## config.mk

```make
export PLATFORM = sky130hd
export DESIGN_NAME = rr_arb8_ctrl
export DESIGN_NICKNAME = d
export VERILOG_FILES = /design/src/rtl/rr_arb8_ctrl.sv
export SDC_FILE = /design/constraint.sdc
export NUM_CORES = 1
export LEC_CHECK = 0
export ABC_AREA = 1
export BUFFER_PORTS_ARGS = -buffer_cell sky130_fd_sc_hd__buf_2
export CORE_UTILIZATION = 50
export DETAILED_ROUTE_END_ITERATION = 6
export GPL_TIMING_DRIVEN = 0
export PLACE_DENSITY_LB_ADDON = 0.25
export RECOVER_POWER = 50
export REMOVE_ABC_BUFFERS = 1
export SETUP_SLACK_MARGIN = 0.3
export SLEW_MARGIN = 25
export SYNTH_ARGS = -nofsm -noshare
export SYNTH_HDL_FRONTEND = slang
export SYNTH_SLANG_ARGS = --single-unit
```

## constraint.sdc

```tcl
create_clock -name clk -period 2.61 [get_ports clk]
set_input_delay 0.522 -clock clk [delete_from_list [all_inputs] [get_ports clk]]
set_output_delay 0.522 -clock clk [all_outputs]
set_load 0.01 [all_outputs]
```

## src/rtl/rr_arb8_ctrl.sv

```systemverilog
// Eight-client round-robin arbiter with registered one-hot and binary grant.
// Define RR_ARB_TIMEOUT_EN to force release after MAX_HOLD grant cycles.
module rr_arb8_ctrl #(
    parameter int MAX_HOLD = 16
) (
    input  logic       clk,
    input  logic       rst_n,
    input  logic       enb,
    input  logic [7:0] req,
    output logic [7:0] gnt,
    output logic [2:0] gnt_idx,
    output logic       gnt_vld,
    output logic       tmo
);

    typedef enum logic {
        IDLE,
        GRANT
    } state_t;

    state_t     state;
    state_t     state_d;
    logic [2:0] ptr;
    logic [2:0] ptr_d;
    logic [7:0] gnt_d;
    logic [2:0] idx_d;
    logic       vld_d;
    logic       tmo_d;
    logic [2:0] pick;
    logic       any;
    logic       expire;

    if (MAX_HOLD < 1 || MAX_HOLD > 255) begin : g_bad_hold
        $error("MAX_HOLD out of range 1..255");
    end

`ifdef RR_ARB_TIMEOUT_EN
    logic [7:0] hold_cnt;
    logic [7:0] hold_d;

    assign expire = (state == GRANT) && (hold_cnt == 8'(MAX_HOLD - 1));

    always_ff @(posedge clk or negedge rst_n) begin
        if (!rst_n) begin
            hold_cnt <= '0;
        end else begin
            hold_cnt <= hold_d;
        end
    end
`else
    assign expire = 1'b0;
`endif

    // Descending scan so the lowest offset from ptr wins.
    always_comb begin
        pick = '0;
        any  = 1'b0;
        for (int k = 7; k >= 0; k--) begin
            if (req[ptr + 3'(k)]) begin
                pick = ptr + 3'(k);
                any  = 1'b1;
            end
        end
    end

    always_comb begin
        state_d = state;
        gnt_d   = gnt;
        idx_d   = gnt_idx;
        vld_d   = gnt_vld;
        ptr_d   = ptr;
        tmo_d   = 1'b0;
`ifdef RR_ARB_TIMEOUT_EN
        hold_d  = hold_cnt;
`endif
        unique case (state)
            IDLE: begin
                if (enb && any) begin
                    state_d = GRANT;
                    gnt_d   = 8'b1 << pick;
                    idx_d   = pick;
                    vld_d   = 1'b1;
`ifdef RR_ARB_TIMEOUT_EN
                    hold_d  = '0;
`endif
                end
            end
            GRANT: begin
                if (expire || !req[gnt_idx] || !enb) begin
                    state_d = IDLE;
                    gnt_d   = '0;
                    idx_d   = '0;
                    vld_d   = 1'b0;
                    ptr_d   = gnt_idx + 3'd1;
                    tmo_d   = expire;
                end else begin
`ifdef RR_ARB_TIMEOUT_EN
                    hold_d  = hold_cnt + 8'd1;
`endif
                end
            end
            default: state_d = IDLE;
        endcase
    end

    always_ff @(posedge clk or negedge rst_n) begin
        if (!rst_n) begin
            state   <= IDLE;
            gnt     <= '0;
            gnt_idx <= '0;
            gnt_vld <= 1'b0;
            tmo     <= 1'b0;
            ptr     <= '0;
        end else begin
            state   <= state_d;
            gnt     <= gnt_d;
            gnt_idx <= idx_d;
            gnt_vld <= vld_d;
            tmo     <= tmo_d;
            ptr     <= ptr_d;
        end
    end

endmodule

```

==> impl_metrics.tcl, run 1 <==
set metrics [dict create \
    status "finished clean" \
    timing.final.crit_period_ns 2.16 \
    worstPathArrival_ns 2.35 \
    yosys_warnings 0 \
    cts_hold_buf 0 \
    final_max_slew_viol_count 0 \
    dpl_cell_area_um2 1590 \
    dieArea_um2 3200 \
    initial_core_util 0.535 \
    fillers 256 \
    synth_area_leader_cell "dfrtp_1" \
    synth.distinct_cells 27 \
    h-tree-depth 1 \
    synth_cells 226 \
    syn_area_um2 1490 \
    insertion_delay_ns 0.28 \
    mostFrequentLayoutCells "nand2_1, nand3_1, nand2_2, inv_1, buf_2" \
    drive_gt1_frac 0.342 \
    die_h_um 56.5 \
    setup-tns-final_ns 0 \
    setup.worst_path.start "ptr[0]" \
    dr.first_iter.drc_count 59 \
    hold_class "in2async" \
    final_common_cell "nand2_1" \
    clock_path_buffers 2 \
    r2r_start "ptr[0]" \
    antennaDiodeCount 0 \
    routed_wl_mm 3.61 \
    die-width_um 56.5 \
    track_usage 0.225 \
    grt_pass1_vias 1362 \
    end_kind "register" \
    ys_seq_elements 16 \
    critPathLaunchType "register" \
    slew_headroom 0.461 \
    cp.required_ns 2.79 \
    hold_violations 0 \
    path_clk_slew_ns 0.09 \
    fin_ws_ns 0.447 \
    cts_inserted_buffers 3 \
    cts_root_buf "clkbuf_4" \
    first_pass_iters 4 \
    final_area_um2 1810 \
    synth_ff_type "dfrtp_1" \
    antenna_found_initial 0 \
    num_rows 19 \
    cap_violations 0 \
    rsz0062_at_grt "no" \
    portBuffers 22 \
    pre_cts_ws_ns -0.223 \
    worst_pin_slew_ns 0.808 \
    avgSynthCellArea_um2 6.58 \
    wl_per_cell_um 12.5 \
    async_reset_ff_frac 1.00 \
    setup_violations 0 \
    core_area_um2 2780 \
    finClkSkew_ns 0.00618 \
    grt_max_degree 17 \
    drc_errors 0 \
    ant_nets 0 \
    place_congestion 0.904 \
    io_pins 24 \
    clock_sinks 16 \
    gr-total-overflow 0 \
    dp_hpwl_mm 2.65 \
    cts_tree "done" \
    cp_max_fo 9 \
    synth_area_leaders "dfrtp_1, nand2_1, nand3_1, nand3_2, nand2_2" \
    via_count 1530 \
    path_class "reg2reg" \
    area_growth_pct 21.4 \
    max_freq_mhz 462 \
    synth_edf_count 0 \
    synth_top_area_frac 0.269 \
    fin_crit_sh 0.829 \
    grt_pass1_wl_mm 5.76 \
    via_per_inst 5.31 \
    nNetsFinal 272 \
    yosysSeqAreaShare 0.269 \
]
kinds of logic (layout without fill, tap and decap cells):
kind of cell               after synthesis  after routing  synth area share
buffers and inverters                   34             65             0.107
muxes                                    2              2            0.0135
and+or+nand+nor                        151            151             0.507
AOI/OAI and AO/OA                       18             18            0.0698
DFF                                     16             16             0.269
xor gates and xnor gates                 1              1           0.00589
other                                    1              1           0.00252
adders and majority gates                3              3            0.0252
critical path, cell delays in order (launching register included):
cell	delay, ns
dfrtp_2	0.45
inv_4	0.12
ha_4	0.24
inv_2	0.11
nand3_1	0.14
nand3_2	0.12
nand2_2	0.10
nor3_4	0.22
nand4_4	0.14
nand3_4	0.12
buf_4	0.14
nor2_4	0.04
nand3_1	0.06
nand2_1	0.05
cell type report:
cell class              count  area (µm²)  area share
clock buffers               4        36.3      0.0201
inverters                  29         126      0.0699
multi-input cells         176        1010       0.560
flip-flops and latches     16         403       0.223
well taps                  31        38.8      0.0215
repair buffers             32         191       0.106
cell usage after synthesis, types with 3 or more instances:
master	instances
nand2_1	80
nand2_2	16
inv_2	10
inv_4	3
nor2_2	3
nor2_1	9
o21ai_0	5
a21oi_1	6
dfrtp_1	16
nand3_1	28
inv_1	16
nand3_2	11
ha_1	3
final timing paths:
kind                       endpoint  slack (ns)  cells after the start
hold / removal               gnt[0]        0.30                      1
min in group clk            gnt_vld        0.49                      2
setup / recovery             gnt[1]        0.45                     13
hold reg to reg             gnt_vld        0.49                      2
setup reg to reg             gnt[1]        0.45                     13
max in group asynchronous    ptr[1]        1.76                      1
flip-flops by register name, indices dropped and copies added, names as in the netlist:
| signal | flops |
|---|---|
| gnt | 8 |
| state | 1 |
| gnt_vld | 1 |
| gnt_idx | 3 |
| ptr | 3 |
stage by stage:
| stage | util | std cells | hold slack (ns) |
|---|---|---|---|
| floorplan | - | 221 | 0.226 |
| global placement | 0.573 | 274 | 0.443 |
| detailed placement | 0.573 | 274 | 0.446 |
| CTS | 0.603 | 281 | 0.134 |
| global route | 0.650 | 288 | 0.380 |
| finish | 0.650 | 288 | 0.296 |
timing repair:
| action | 4_1_cts | 5_1_grt |
|---|---|---|
| cloned | 0 | 0 |
| setup buffers | 3 | 7 |
| pin swaps | 2 | 9 |
| setup endpoints to repair | 13 | 13 |
| resized for setup | 7 | 20 |
metal layers:
layer,global-route usage,wire length [µm],vias up
li1,-,-,784
met1,0.295,1630,690
met2,0.371,1750,48
met3,0.0276,190,8
met4,0.0941,38,0
met5,0,0,-
Power of run 1 is left out: the tool's default activity adds up to more than one toggle a clock period on the data nets, which glitch-free logic cannot reach.
==> run 2, diff against run 1 <==
- clock period: 2.61 -> 1.9 ns (I/O delays scaled with it)
==> run 2 against run 1 <==
  * The flow now finishes with violations (negative setup slack)
  * Design area grew 23%
  * Count of clock-buffer cells in the layout is the same
  * Final cell count grew 3.8%
==> impl_metrics.tcl, run 2 (synthesis results as in run 1) <==
set metrics [dict create \
    status "finished, violations left" \
    violations "negative setup slack" \
    end_kind "register" \
    ant_nets 0 \
    cp.required_ns 2.08 \
    top_register "gnt" \
    crit_path_max_incr_delay_ns 0.45 \
    clock_path_buffers 2 \
    path_clk_slew_ns 0.09 \
    multi_input_area_um2 1290 \
    worst_pin_slew_ns 0.842 \
    worstPathArrival_ns 2.32 \
    routed_wl_mm 4.80 \
    cap_violations 0 \
    first_pass_iters 4 \
    clock_sinks 16 \
    dpl.cell_count 274 \
    drc_errors 0 \
    die_h_um 56.5 \
    cts_root_buf "clkbuf_4" \
    reg_top3 "gnt x8, gnt_idx x3, ptr x3" \
    die-width_um 56.5 \
    met1Wirelength_mm 1.89 \
    rsz0062_at_grt "yes" \
    portBuffers 22 \
    antennaDiodeCount 0 \
    hold_class "in2reg" \
    dr_wl_met3_um 199 \
    seqCellArea_um2 404 \
    num_rows 19 \
    antenna_found_initial 0 \
    hp-start "enb" \
    crit_slowest_cell "dfrtp_2" \
    grt_max_degree 17 \
    crit_top_cell "nand2_1" \
    dp_hpwl_mm 2.65 \
    insertion_delay_ns 0.28 \
    cts_tree "done" \
    h-tree-depth 1 \
    min_path_cells 3 \
    via_count 1653 \
    track_usage 0.268 \
    mostFrequentLayoutCells "nand2_1, buf_2, nand2_2, nand3_4, nand3_2" \
    fillers 188 \
    grt_pass1_vias 1517 \
    setup.worst_path.start "ptr[0]" \
    via_per_inst 5.53 \
    cts_inserted_buffers 3 \
    timing.final.crit_period_ns 2.14 \
    rr_worst_depth 18 \
    cp_max_fo 6 \
    dr.first_iter.drc_count 82 \
    fin_ws_ns -0.242 \
    top_layer_used "met4" \
    initial_core_util 0.535 \
    core_area_um2 2780 \
    finClkSkew_ns 0.00168 \
    area_growth_pct 48.9 \
    place_congestion 0.904 \
    setup_violations 13 \
    hold_violations 0 \
    path_class "reg2reg" \
    fin_crit_sh 1.13 \
    r2r_start "ptr[0]" \
    grt_pass1_wl_mm 6.79 \
    dieArea_um2 3200 \
    io_pins 24 \
    largest_register_ffs 8 \
    cp_cell_sequence "buf_8 > buf_4 > nand2_2 > nand3_2 > nand3_2 > nand3_2 > nand2_1 > nand2_1 > nand2_1 > nand2_1 > nand2_1 > nand2_1 > nand2_1 > nand2_2 > nand2_4 > inv_2 > nand2_1 > nand2_1" \
    gr-total-overflow 0 \
    critPathLaunchType "register" \
    final_cells 299 \
    drive_gt1_frac 0.504 \
    max_freq_mhz 467 \
    wl_per_cell_um 16.0 \
    final_common_cell "nand2_1" \
    nNetsFinal 283 \
    final_max_slew_viol_count 0 \
    met2RoutedLength_mm 2.52 \
    slew_headroom 0.439 \
]
run 2: timing repair:
item                                    4_1_cts  5_1_grt
buffers inserted                             15        5
pin swaps                                    12       22
gates resized for setup                      47       43
hold endpoints to repair                     16        0
hold buffers                                  1        0
endpoints found under the setup margin       13       16
run 2: worst paths after layout:
kind / end / slack [ns]
hold reg to reg: gnt[7] / 0.48
max in group asynchronous: ptr[1] / 0.62
hold / removal: state / 0.44
setup reg to reg: gnt[6] / -0.24
min in group asynchronous: gnt_vld / 0.71
setup / recovery: gnt[6] / -0.24
run 2: metrics by stage:
stage               worst slack [ns]  setup TNS, ns  utilization  hold slack (ns)  cell area (µm²)
floorplan                     -0.431          -4.88            -           0.0844             1450
global placement              -0.840         -10.12        0.573            0.301             1590
detailed placement            -0.933         -11.31        0.573            0.304             1590
CTS                           -0.125          -1.28        0.701            0.421             1950
global route                  -0.393          -4.15        0.796            0.447             2210
finish                        -0.242          -2.55        0.796            0.438             2210
run 2: layout make-up:
cell class	count	share of cell area
Inverter	29	0.0638
Clock buffer	4	0.0164
Timing Repair Buffer	43	0.137
Multi-Input combinational cell	176	0.582
Sequential cell	16	0.182
Tap cell	31	0.0175
run 2: worst max-delay path, delay by kind of cell, from the launching register on:
| family | cells | cell delay (ns) |
|---|---|---|
| buffers and inverters | 3 | 0.34 |
| DFF | 1 | 0.45 |
| and+or+nand+nor | 15 | 1.24 |
run 2: metal layers:
| metal | track usage | up-vias |
|---|---|---|
| li1 | - | 805 |
| met1 | 0.345 | 763 |
| met3 | 0.0138 | 20 |
| met5 | 0 | - |
| met2 | 0.472 | 65 |
| met4 | 0.0976 | 0 |
Power of run 2 is left out for the same reason.
